### src/rtl/bth_mac_acc.sv
// Saturating dot-product accumulator fed by the Booth multiplier's product stream.
// Collects `len` signed products per block and offers the sum on a valid/ready port.
module bth_mac_acc #(
    parameter int unsigned WIDTH     = 4,
    parameter int unsigned ACC_WIDTH = 16,
    parameter int unsigned CNT_WIDTH = 8
) (
    input  logic                   clk,
    input  logic                   rst,
    input  logic [2*WIDTH-1:0]     prod,
    input  logic                   prod_valid,
    input  logic [CNT_WIDTH-1:0]   len,
    input  logic                   acc_clr,
    output logic [ACC_WIDTH-1:0]   res,
    output logic                   res_valid,
    input  logic                   res_ready,
    output logic                   res_ovf,
    output logic                   busy,
    output logic                   drop
);

    localparam int unsigned SUM_WIDTH = ACC_WIDTH + 1;

    typedef enum logic [1:0] {
        S_IDLE = 2'd0,
        S_ACC  = 2'd1,
        S_HOLD = 2'd2
    } state_t;

    state_t                 state_q, state_d;
    logic [ACC_WIDTH-1:0]   acc_q, acc_d;
    logic [CNT_WIDTH-1:0]   cnt_q, cnt_d;
    logic [CNT_WIDTH-1:0]   len_q, len_d;
    logic                   ovf_q, ovf_d;
    logic                   drop_q, drop_d;
    logic                   res_valid_q;
    logic                   busy_q;

    logic [ACC_WIDTH-1:0]   prod_ext;
    logic [SUM_WIDTH-1:0]   sum;
    logic                   sum_ovf;
    logic [ACC_WIDTH-1:0]   sum_sat;
    logic [CNT_WIDTH-1:0]   len_eff;
    logic [CNT_WIDTH-1:0]   cnt_inc;

    // Sign-extended product, widened sum and its clamped value.
    always_comb begin
        prod_ext = ACC_WIDTH'($signed(prod));
        sum      = SUM_WIDTH'($signed(acc_q)) + SUM_WIDTH'($signed(prod_ext));
        sum_ovf  = (sum[ACC_WIDTH] != sum[ACC_WIDTH-1]);
        if (!sum_ovf) begin
            sum_sat = sum[ACC_WIDTH-1:0];
        end else if (sum[ACC_WIDTH]) begin
            sum_sat = {1'b1, {(ACC_WIDTH-1){1'b0}}};
        end else begin
            sum_sat = {1'b0, {(ACC_WIDTH-1){1'b1}}};
        end
        len_eff = (len == '0) ? CNT_WIDTH'(1) : len;
        cnt_inc = cnt_q + CNT_WIDTH'(1);
    end

    // Next-state and datapath control.
    always_comb begin
        state_d = state_q;
        acc_d   = acc_q;
        cnt_d   = cnt_q;
        len_d   = len_q;
        ovf_d   = ovf_q;
        drop_d  = 1'b0;

        if (acc_clr) begin
            state_d = S_IDLE;
            acc_d   = '0;
            cnt_d   = '0;
            ovf_d   = 1'b0;
        end else begin
            case (state_q)
                S_IDLE: begin
                    if (prod_valid) begin
                        len_d   = len_eff;
                        acc_d   = prod_ext;
                        cnt_d   = CNT_WIDTH'(1);
                        ovf_d   = 1'b0;
                        state_d = (len_eff == CNT_WIDTH'(1)) ? S_HOLD : S_ACC;
                    end
                end
                S_ACC: begin
                    if (prod_valid) begin
                        acc_d = sum_sat;
                        ovf_d = ovf_q | sum_ovf;
                        cnt_d = cnt_inc;
                        if (cnt_inc == len_q) begin
                            state_d = S_HOLD;
                        end
                    end
                end
                S_HOLD: begin
                    if (res_ready) begin
                        if (prod_valid) begin
                            // Back-to-back: consume the result and open the next block.
                            len_d   = len_eff;
                            acc_d   = prod_ext;
                            cnt_d   = CNT_WIDTH'(1);
                            ovf_d   = 1'b0;
                            state_d = (len_eff == CNT_WIDTH'(1)) ? S_HOLD : S_ACC;
                        end else begin
                            state_d = S_IDLE;
                            acc_d   = '0;
                            ovf_d   = 1'b0;
                        end
                    end else if (prod_valid) begin
                        drop_d = 1'b1;
                    end
                end
                default: begin
                    state_d = S_IDLE;
                end
            endcase
        end
    end

    // State and output registers.
    always_ff @(posedge clk) begin
        if (rst) begin
            state_q     <= S_IDLE;
            acc_q       <= '0;
            cnt_q       <= '0;
            len_q       <= '0;
            ovf_q       <= 1'b0;
            drop_q      <= 1'b0;
            res_valid_q <= 1'b0;
            busy_q      <= 1'b0;
        end else begin
            state_q     <= state_d;
            acc_q       <= acc_d;
            cnt_q       <= cnt_d;
            len_q       <= len_d;
            ovf_q       <= ovf_d;
            drop_q      <= drop_d;
            res_valid_q <= (state_d == S_HOLD);
            busy_q      <= (state_d != S_IDLE);
        end
    end

    assign res       = acc_q;
    assign res_valid = res_valid_q;
    assign res_ovf   = ovf_q;
    assign busy      = busy_q;
    assign drop      = drop_q;

endmodule

### config.mk
export PLATFORM = sky130hd
export DESIGN_NAME = bth_mac_acc
export DESIGN_NICKNAME = d
export VERILOG_FILES = /design/src/rtl/bth_mac_acc.sv
export SDC_FILE = /design/constraint.sdc
export NUM_CORES = 1
export LEC_CHECK = 0
export ABC_AREA = 1
export CORE_MARGIN = 1
export CORE_UTILIZATION = 50
export DETAILED_ROUTE_END_ITERATION = 16
export MAX_ROUTING_LAYER = met4
export PLACE_DENSITY = 0.77
export SLEW_MARGIN = 30
export SYNTH_ARGS = -nofsm -noshare
export SYNTH_HDL_FRONTEND = slang
export SYNTH_SLANG_ARGS = --single-unit
### constraint.sdc
create_clock -name clk -period 2.1 [get_ports clk]
set_input_delay 0.315 -clock clk [delete_from_list [all_inputs] [get_ports clk]]
set_output_delay 0.315 -clock clk [all_outputs]
set_load 0.02 [all_outputs]
==> metrics, run 1 <==
Setup-failing EPs final=16; Worst VDD drop=0.000481 V; EDFF count, synth=0; Detailed Route Iter0 Violations=157; syn_nets=462; largest area contributor in the netlist=dfxtp_1; core box area=0.00547 mm^2; M3 GR Usage=4.05%; Power Dens Cells=509 mW/mm^2; CP cell instances=dlygate4sd2_1 -> buf_6 -> ha_4 -> nand2_1 -> nand2_1 -> nand2_1 -> nand2_1 -> a21oi_2 -> nand2_2 -> nand2_2 -> nand2_2 -> nand2_4 -> nand2_4 -> nor2_4 -> buf_6 -> nand2_1 -> a21oi_1; R2R Path End=res[14]; CP max FO=8; fill count=371; Worst-Skew Late Latency=0.29 ns; commonest non-fill, non-tap cells in the layout=nand2_1 (90), buf_4 (75), inv_1 (42); Root Buffer=clkbuf_8; Simple-Gate Fraction of Synth Area=28.4%; critical path arrival=2.47 ns; Setup crit end kind=register; vias per std cell=5.54; post-route clock period utilization=107%; DRT Wirelength=9180 um; Startpoint Class=primary input; most common cell after layout, fill and taps aside=nand2_1; # clock sinks=38; global placement routability congestion=0.899; Total GRT Usage=31.1%; Vias=3384; transition time of the tightest slew-check pin=0.510 ns; Req. time, crit path=2.32 ns; CTS Buf Count=5; final setup margin=-0.148 ns; CP startpoint=prod[7]; Reg2Reg Setup Slack=-0.11 ns; ant diodes=0; R2R Path Start=res[9]; Routed Antenna Nets=0; HP Class=primary input to register; critical path's largest stage delay=0.26 ns; Post-Synthesis Cells=418; largest family of logic cells by synthesized area=simple AND/OR/NAND/NOR gates; Synth Area in Adders=10.4%; fin crit period=2.25 ns; Synth Area in XOR/XNOR=6.18%; CP endpoint=res[14]; failing checks=setup timing; CP max-delay cell=dlygate4sd2_1; vias in the first global route=3179; path depth of the worst reg2reg path=15; Most common cell on crit path=nand2_1; Max-Cap Viols=0; yosys warns=0; gr busiest metal=met2; post-synthesis cell type count=41; DR pass1 iterations=5; CTS max path bufs=2; WL/cell=15.0 um; # DRC=0; pin count of the biggest net entering global routing=18; top_reg_cell synth=dfxtp_1; top-area cell type share of the netlist area=26.8%; H-tree depth=2; CP Class=primary input to register; Worst Skew=0.00776 ns; fmax=445 MHz; FFs w/ async S/R, synth=0%; synthesized flop and latch total=38; I/O pins=41; Starting Density=51.8%; HPWL Detailed=5850 um; M1 GR Usage=36.4%; port bufs=40; Setup TNS Final=-1.44 ns; Synth Area in Compound Gates=20.2%; initial antenna violation count=0; layout cells sized above 1=30.4%; final core utilization=79.4%; Die Y=77.3 um; global-route wire length before repair=14500 um; CTS clk-pin slew, worst paths=0.08 ns; Leak=1.98 nW; synth top area cells=dfxtp_1 (27%), nand2_1 (13%), ha_1 (9.7%), a21oi_1 (7.4%), inv_1 (5.7%); Die Span X=77.3 um; Layout area overhead=53.4%; register area share after synthesis=26.8%; GRT overflow=0; run status=complete, but fails checks; GR Layer Usage met2=55.0%; Fin. Hold Viols=0; fin. max-slew vios=0; multiplexer share of the synthesized area=0%; Final #Nets=582; full die area=0.00598 mm^2; TritonCTS clock tree=built; Cell Area, Synth=0.00284 mm^2; RSZ-0062 raised after global routing=true; Rows=27; normalized max-slew margin=66.0%; syn avg cell area=6.78 um^2
-- cell usage after synthesis (2+ instances only) --
cell type	n
o21ai_0	25
a211oi_1	8
dfxtp_1	38
xor2_1	13
a21oi_1	42
inv_2	3
ha_1	22
o21ai_2	7
nand2_2	6
nand4_1	3
xnor2_1	7
a21oi_2	6
nand2_4	2
inv_1	43
clkbuf_1	5
nor3_1	5
nand2_1	101
nand3_1	19
nor2_1	41
-- per-stage QoR --
step	instances	hold WS [ns]	total power, mW	instance area [um^2]	worst slack, ns
2_1_floorplan	418	0.394	1.20	2840	0.0272
3_3_place_gp	593	0.469	1.50	3820	-0.691
3_5_place_dp	593	0.472	1.51	3820	-0.732
4_1_cts	609	0.486	2.15	4250	-0.0849
5_1_grt	611	0.400	2.33	4350	-0.202
6_report	611	0.398	2.21	4350	-0.148
-- layout make-up --
cell class | count | area, um^2 | share of cell area [%]
Clock buffer | 6 | 82.6 | 1.90
Clock inverter | 2 | 12.5 | 0.288
Inverter | 47 | 176 | 4.06
Multi-Input combinational cell | 326 | 2180 | 50.2
Sequential cell | 38 | 763 | 17.6
Tap cell | 72 | 90.1 | 2.07
Timing Repair Buffer | 120 | 1040 | 24.0
-- metal layers --
layer  up-vias  wire [um]
li1       1631          -
met1      1575       3890
met2       143       4490
met3        35        451
met4         0        342
met5         -          0
-- critical path: cells and delay by family --
| family | cells | cell delay [ns] |
|---|---|---|
| and+or+nand+nor | 11 | 0.97 |
| buffers and inverters | 3 | 0.58 |
| AOI/OAI and AO/OA | 2 | 0.35 |
| adders and majority gates | 1 | 0.26 |
-- report_power, final --
part	internal [mW]	switching, mW	leakage (nW)
registers	0.756	0.0344	0.311
logic	0.412	0.484	1.62
clock network	0.264	0.264	0.0472
total	1.43	0.782	1.98
-- logic make-up after synthesis --
group | count (synthesis)
xor+xnor | 20
fa+ha+maj | 23
compound gates | 96
simple gates | 186
buf+inv | 55
flops | 38
-- what timing repair did --
item | CTS | global route
hold endpoints to repair | 0 | 0
resized for setup | 49 | 21
gates cloned | 2 | 0
setup buffers | 6 | 2
setup endpoints to repair | 17 | 20
pin swaps | 21 | 19
hold buffers | 0 | 0
-- how the worst min path moves through the flow --
stage | startpoint | slack (ns) | depth (start not counted) | to
after global placement | cnt_q[1] | 0.47 | 2 | cnt_q[1]
after CTS | len_q[6] | 0.49 | 2 | len_q[6]
after floorplan | res_ready | 0.39 | 1 | drop
final | prod[2] | 0.40 | 3 | res[2]
after global routing | prod[2] | 0.40 | 3 | res[2]
after detailed placement | len_q[6] | 0.47 | 2 | len_q[6]
-- flip-flops by register name, indices dropped and copies added (netlist names) --
signal,cells
res,16
cnt_q,8
len_q,8
state_q,2
busy,1
drop,1
res_ovf,1
res_valid,1
Note: power is estimated with default switching activity, not from simulation.
==> inputs of run 2 (changes only) <==
--- a/config.mk
+++ b/config.mk
@@ -7,10 +7,8 @@
 export LEC_CHECK = 0
 export ABC_AREA = 1
 export CORE_MARGIN = 1
-export CORE_UTILIZATION = 50
+export CORE_UTILIZATION = 25
 export DETAILED_ROUTE_END_ITERATION = 16
-export MAX_ROUTING_LAYER = met4
-export PLACE_DENSITY = 0.77
 export SLEW_MARGIN = 30
 export SYNTH_ARGS = -nofsm -noshare
 export SYNTH_HDL_FRONTEND = slang
==> metrics, run 2 (same netlist as run 1, synthesis figures left out) <==
run status=complete, but fails checks (unchanged); failing checks=setup timing (unchanged); fin crit period=2.16 ns (was 2.25 ns); port bufs=40 (unchanged); Finished Layout Cells=678 (was 611); Rows=38 (was 27); Worst-Skew Late Latency=0.28 ns (was 0.29 ns); GRT overflow=0 (unchanged); # DRC=0 (unchanged); Worst Skew=0.00425 ns (was 0.00776 ns); most common cell after layout, fill and taps aside=nand2_1 (unchanged); Root Buffer=clkbuf_16 (was clkbuf_8); final core utilization=40.9% (was 79.4%); HP Class=primary input to register (unchanged); global placement routability congestion=0.865 (was 0.899); Setup TNS Final=-0.151 ns (was -1.44 ns); CP Class=register to register (was primary input to register); full die area=0.0118 mm^2 (was 0.00598 mm^2); post-route clock period utilization=103% (was 107%); Area after DPL=0.00388 mm^2 (was 0.00382 mm^2); TritonCTS clock tree=built (unchanged); ant diodes=0 (unchanged); global-route wire length before repair=14100 um (was 14500 um); I/O pins=41 (unchanged); CTS Buf Count=5 (unchanged); Die Span X=108 um (was 77.3 um); transition time of the tightest slew-check pin=0.411 ns (was 0.510 ns); Detailed Route Iter0 Violations=118 (was 157); Startpoint Class=register (was primary input); final setup margin=-0.0628 ns (was -0.148 ns); Worst VDD drop=0.000309 V (was 0.000481 V); Routed Antenna Nets=0 (unchanged); Fin. Hold Viols=0 (unchanged); Max-Cap Viols=0 (unchanged); Setup crit end kind=register (unchanged); normalized max-slew margin=72.6% (was 66.0%); commonest non-fill, non-tap cells in the layout=nand2_1 (83), buf_4 (73), inv_1 (41) (was nand2_1 (90), buf_4 (75), inv_1 (42)); Setup-failing EPs final=9 (was 16); RSZ-0062 raised after global routing=true (unchanged); Leak=1.99 nW (was 1.98 nW); # clock sinks=38 (unchanged); CTS max path bufs=2 (unchanged); Starting Density=25.9% (was 51.8%); fill count=1114 (was 371); CP max FO=4 (was 8); Layout area overhead=57.9% (was 53.4%); H-tree depth=2 (unchanged); Design Area, Final=0.00448 mm^2 (was 0.00435 mm^2); fin. max-slew vios=0 (unchanged); vias per std cell=4.57 (was 5.54); fmax=462 MHz (was 445 MHz); vias in the first global route=3042 (was 3179); initial antenna violation count=0 (unchanged); critical path arrival=2.38 ns (was 2.47 ns); WL/cell=12.8 um (was 15.0 um); Total GRT Usage=15.2% (was 31.1%); Vias=3101 (was 3384); max reg flops=16 (unchanged); Power Dens Cells=589 mW/mm^2 (was 509 mW/mm^2); Req. time, crit path=2.32 ns (about the same); CTS clk-pin slew, worst paths=0.06 ns (was 0.08 ns); area occupied by multi-input gates=0.00214 mm^2 (was 0.00218 mm^2); FF/Latch Area=763 um^2 (unchanged); DR pass1 iterations=5 (unchanged); HPWL Detailed=6300 um (was 5850 um); Final #Nets=581 (was 582); pin count of the biggest net entering global routing=18 (unchanged); core box area=0.0109 mm^2 (was 0.00547 mm^2); Die Y=108 um (was 77.3 um); Post-Place Cells=657 (was 593); layout cells sized above 1=31.2% (was 30.4%); DRT Wirelength=8650 um (was 9180 um)
run 2: changes by cell type in the layout (fill, tap and decap cells not counted), moves of 3 or more:
cell,change
buf_6,+3
clkbuf_8,-6
nand2_2,+6
nand2_1,-7
clkbuf_16,+5
o21ai_1,+3
dlymetal6s2s_1,-3
o21ai_2,-3
run 2: area by class of cell:
type | instances | share of cell area, %
clock buffers | 5 | 2.79
clock inverters | 3 | 1.54
inverters | 47 | 4.00
multi-input cells | 325 | 47.9
flip-flops and latches | 38 | 17.0
well taps | 140 | 3.91
repair buffers | 120 | 22.8
run 2: layer usage:
layer | global-route usage, % | wire length (um)
met1 | 20.7 | 4270
met2 | 24.5 | 4020
met3 | 1.99 | 263
met4 | 5.12 | 90
met5 | 0 | 0
run 2: report_power, final:
group	switching [mW]	internal (mW)	total, mW
sequential	0.0309	0.757	0.788
combinational	0.444	0.406	0.850
clock	0.315	0.683	0.998
total	0.790	1.85	2.64
run 2: worst paths after layout:
kind,from,endpoint,slack (ns),cells past startpoint
max,res[0],res[12],-0.06,17
min,prod[4],res[4],0.44,3
max reg2reg,res[0],res[12],-0.06,17
min reg2reg,len_q[5],len_q[5],0.48,2
run 2: per-stage QoR:
step	power (mW)	hold slack, ns	setup slack (ns)
2_1_floorplan	1.20	0.394	0.0272
3_3_place_gp	1.52	0.469	-0.666
3_5_place_dp	1.53	0.475	-0.670
4_1_cts	2.61	0.485	-0.153
5_1_grt	2.78	0.468	-0.203
6_report	2.64	0.444	-0.0628
run 2: worst max-delay path, stage by stage (launching register included):
cell     delay, ns
dfxtp_2       0.33
ha_4          0.16
fa_2          0.35
nand2_1       0.07
nand2_1       0.06
nand3_1       0.08
nand2_2       0.09
nand2_2       0.10
nand2_2       0.07
nand2_2       0.06
nand2_2       0.06
nand2_4       0.08
nand2_4       0.06
nor2_4        0.14
buf_6         0.13
buf_6         0.09
o21ai_2       0.04
a21oi_1       0.13
run 2: repair_timing:
| item | in CTS | in global routing |
|---|---|---|
| endpoints found under the setup margin | 17 | 20 |
| hold buffers | 0 | 0 |
| setup buffers | 10 | 4 |
| endpoints found under the hold margin | 0 | 0 |
| resized for setup | 40 | 38 |
| gates cloned | 1 | 0 |
| pin swaps | 26 | 26 |
==> inputs of run 3 (changes only) <==
--- a/config.mk
+++ b/config.mk
@@ -6,7 +6,6 @@
 export NUM_CORES = 1
 export LEC_CHECK = 0
 export ABC_AREA = 1
-export CORE_MARGIN = 1
 export CORE_UTILIZATION = 25
 export DETAILED_ROUTE_END_ITERATION = 16
 export SLEW_MARGIN = 30
==> results of run 3 <==
Final layout, timing and power as in run 2 (identical DEF).
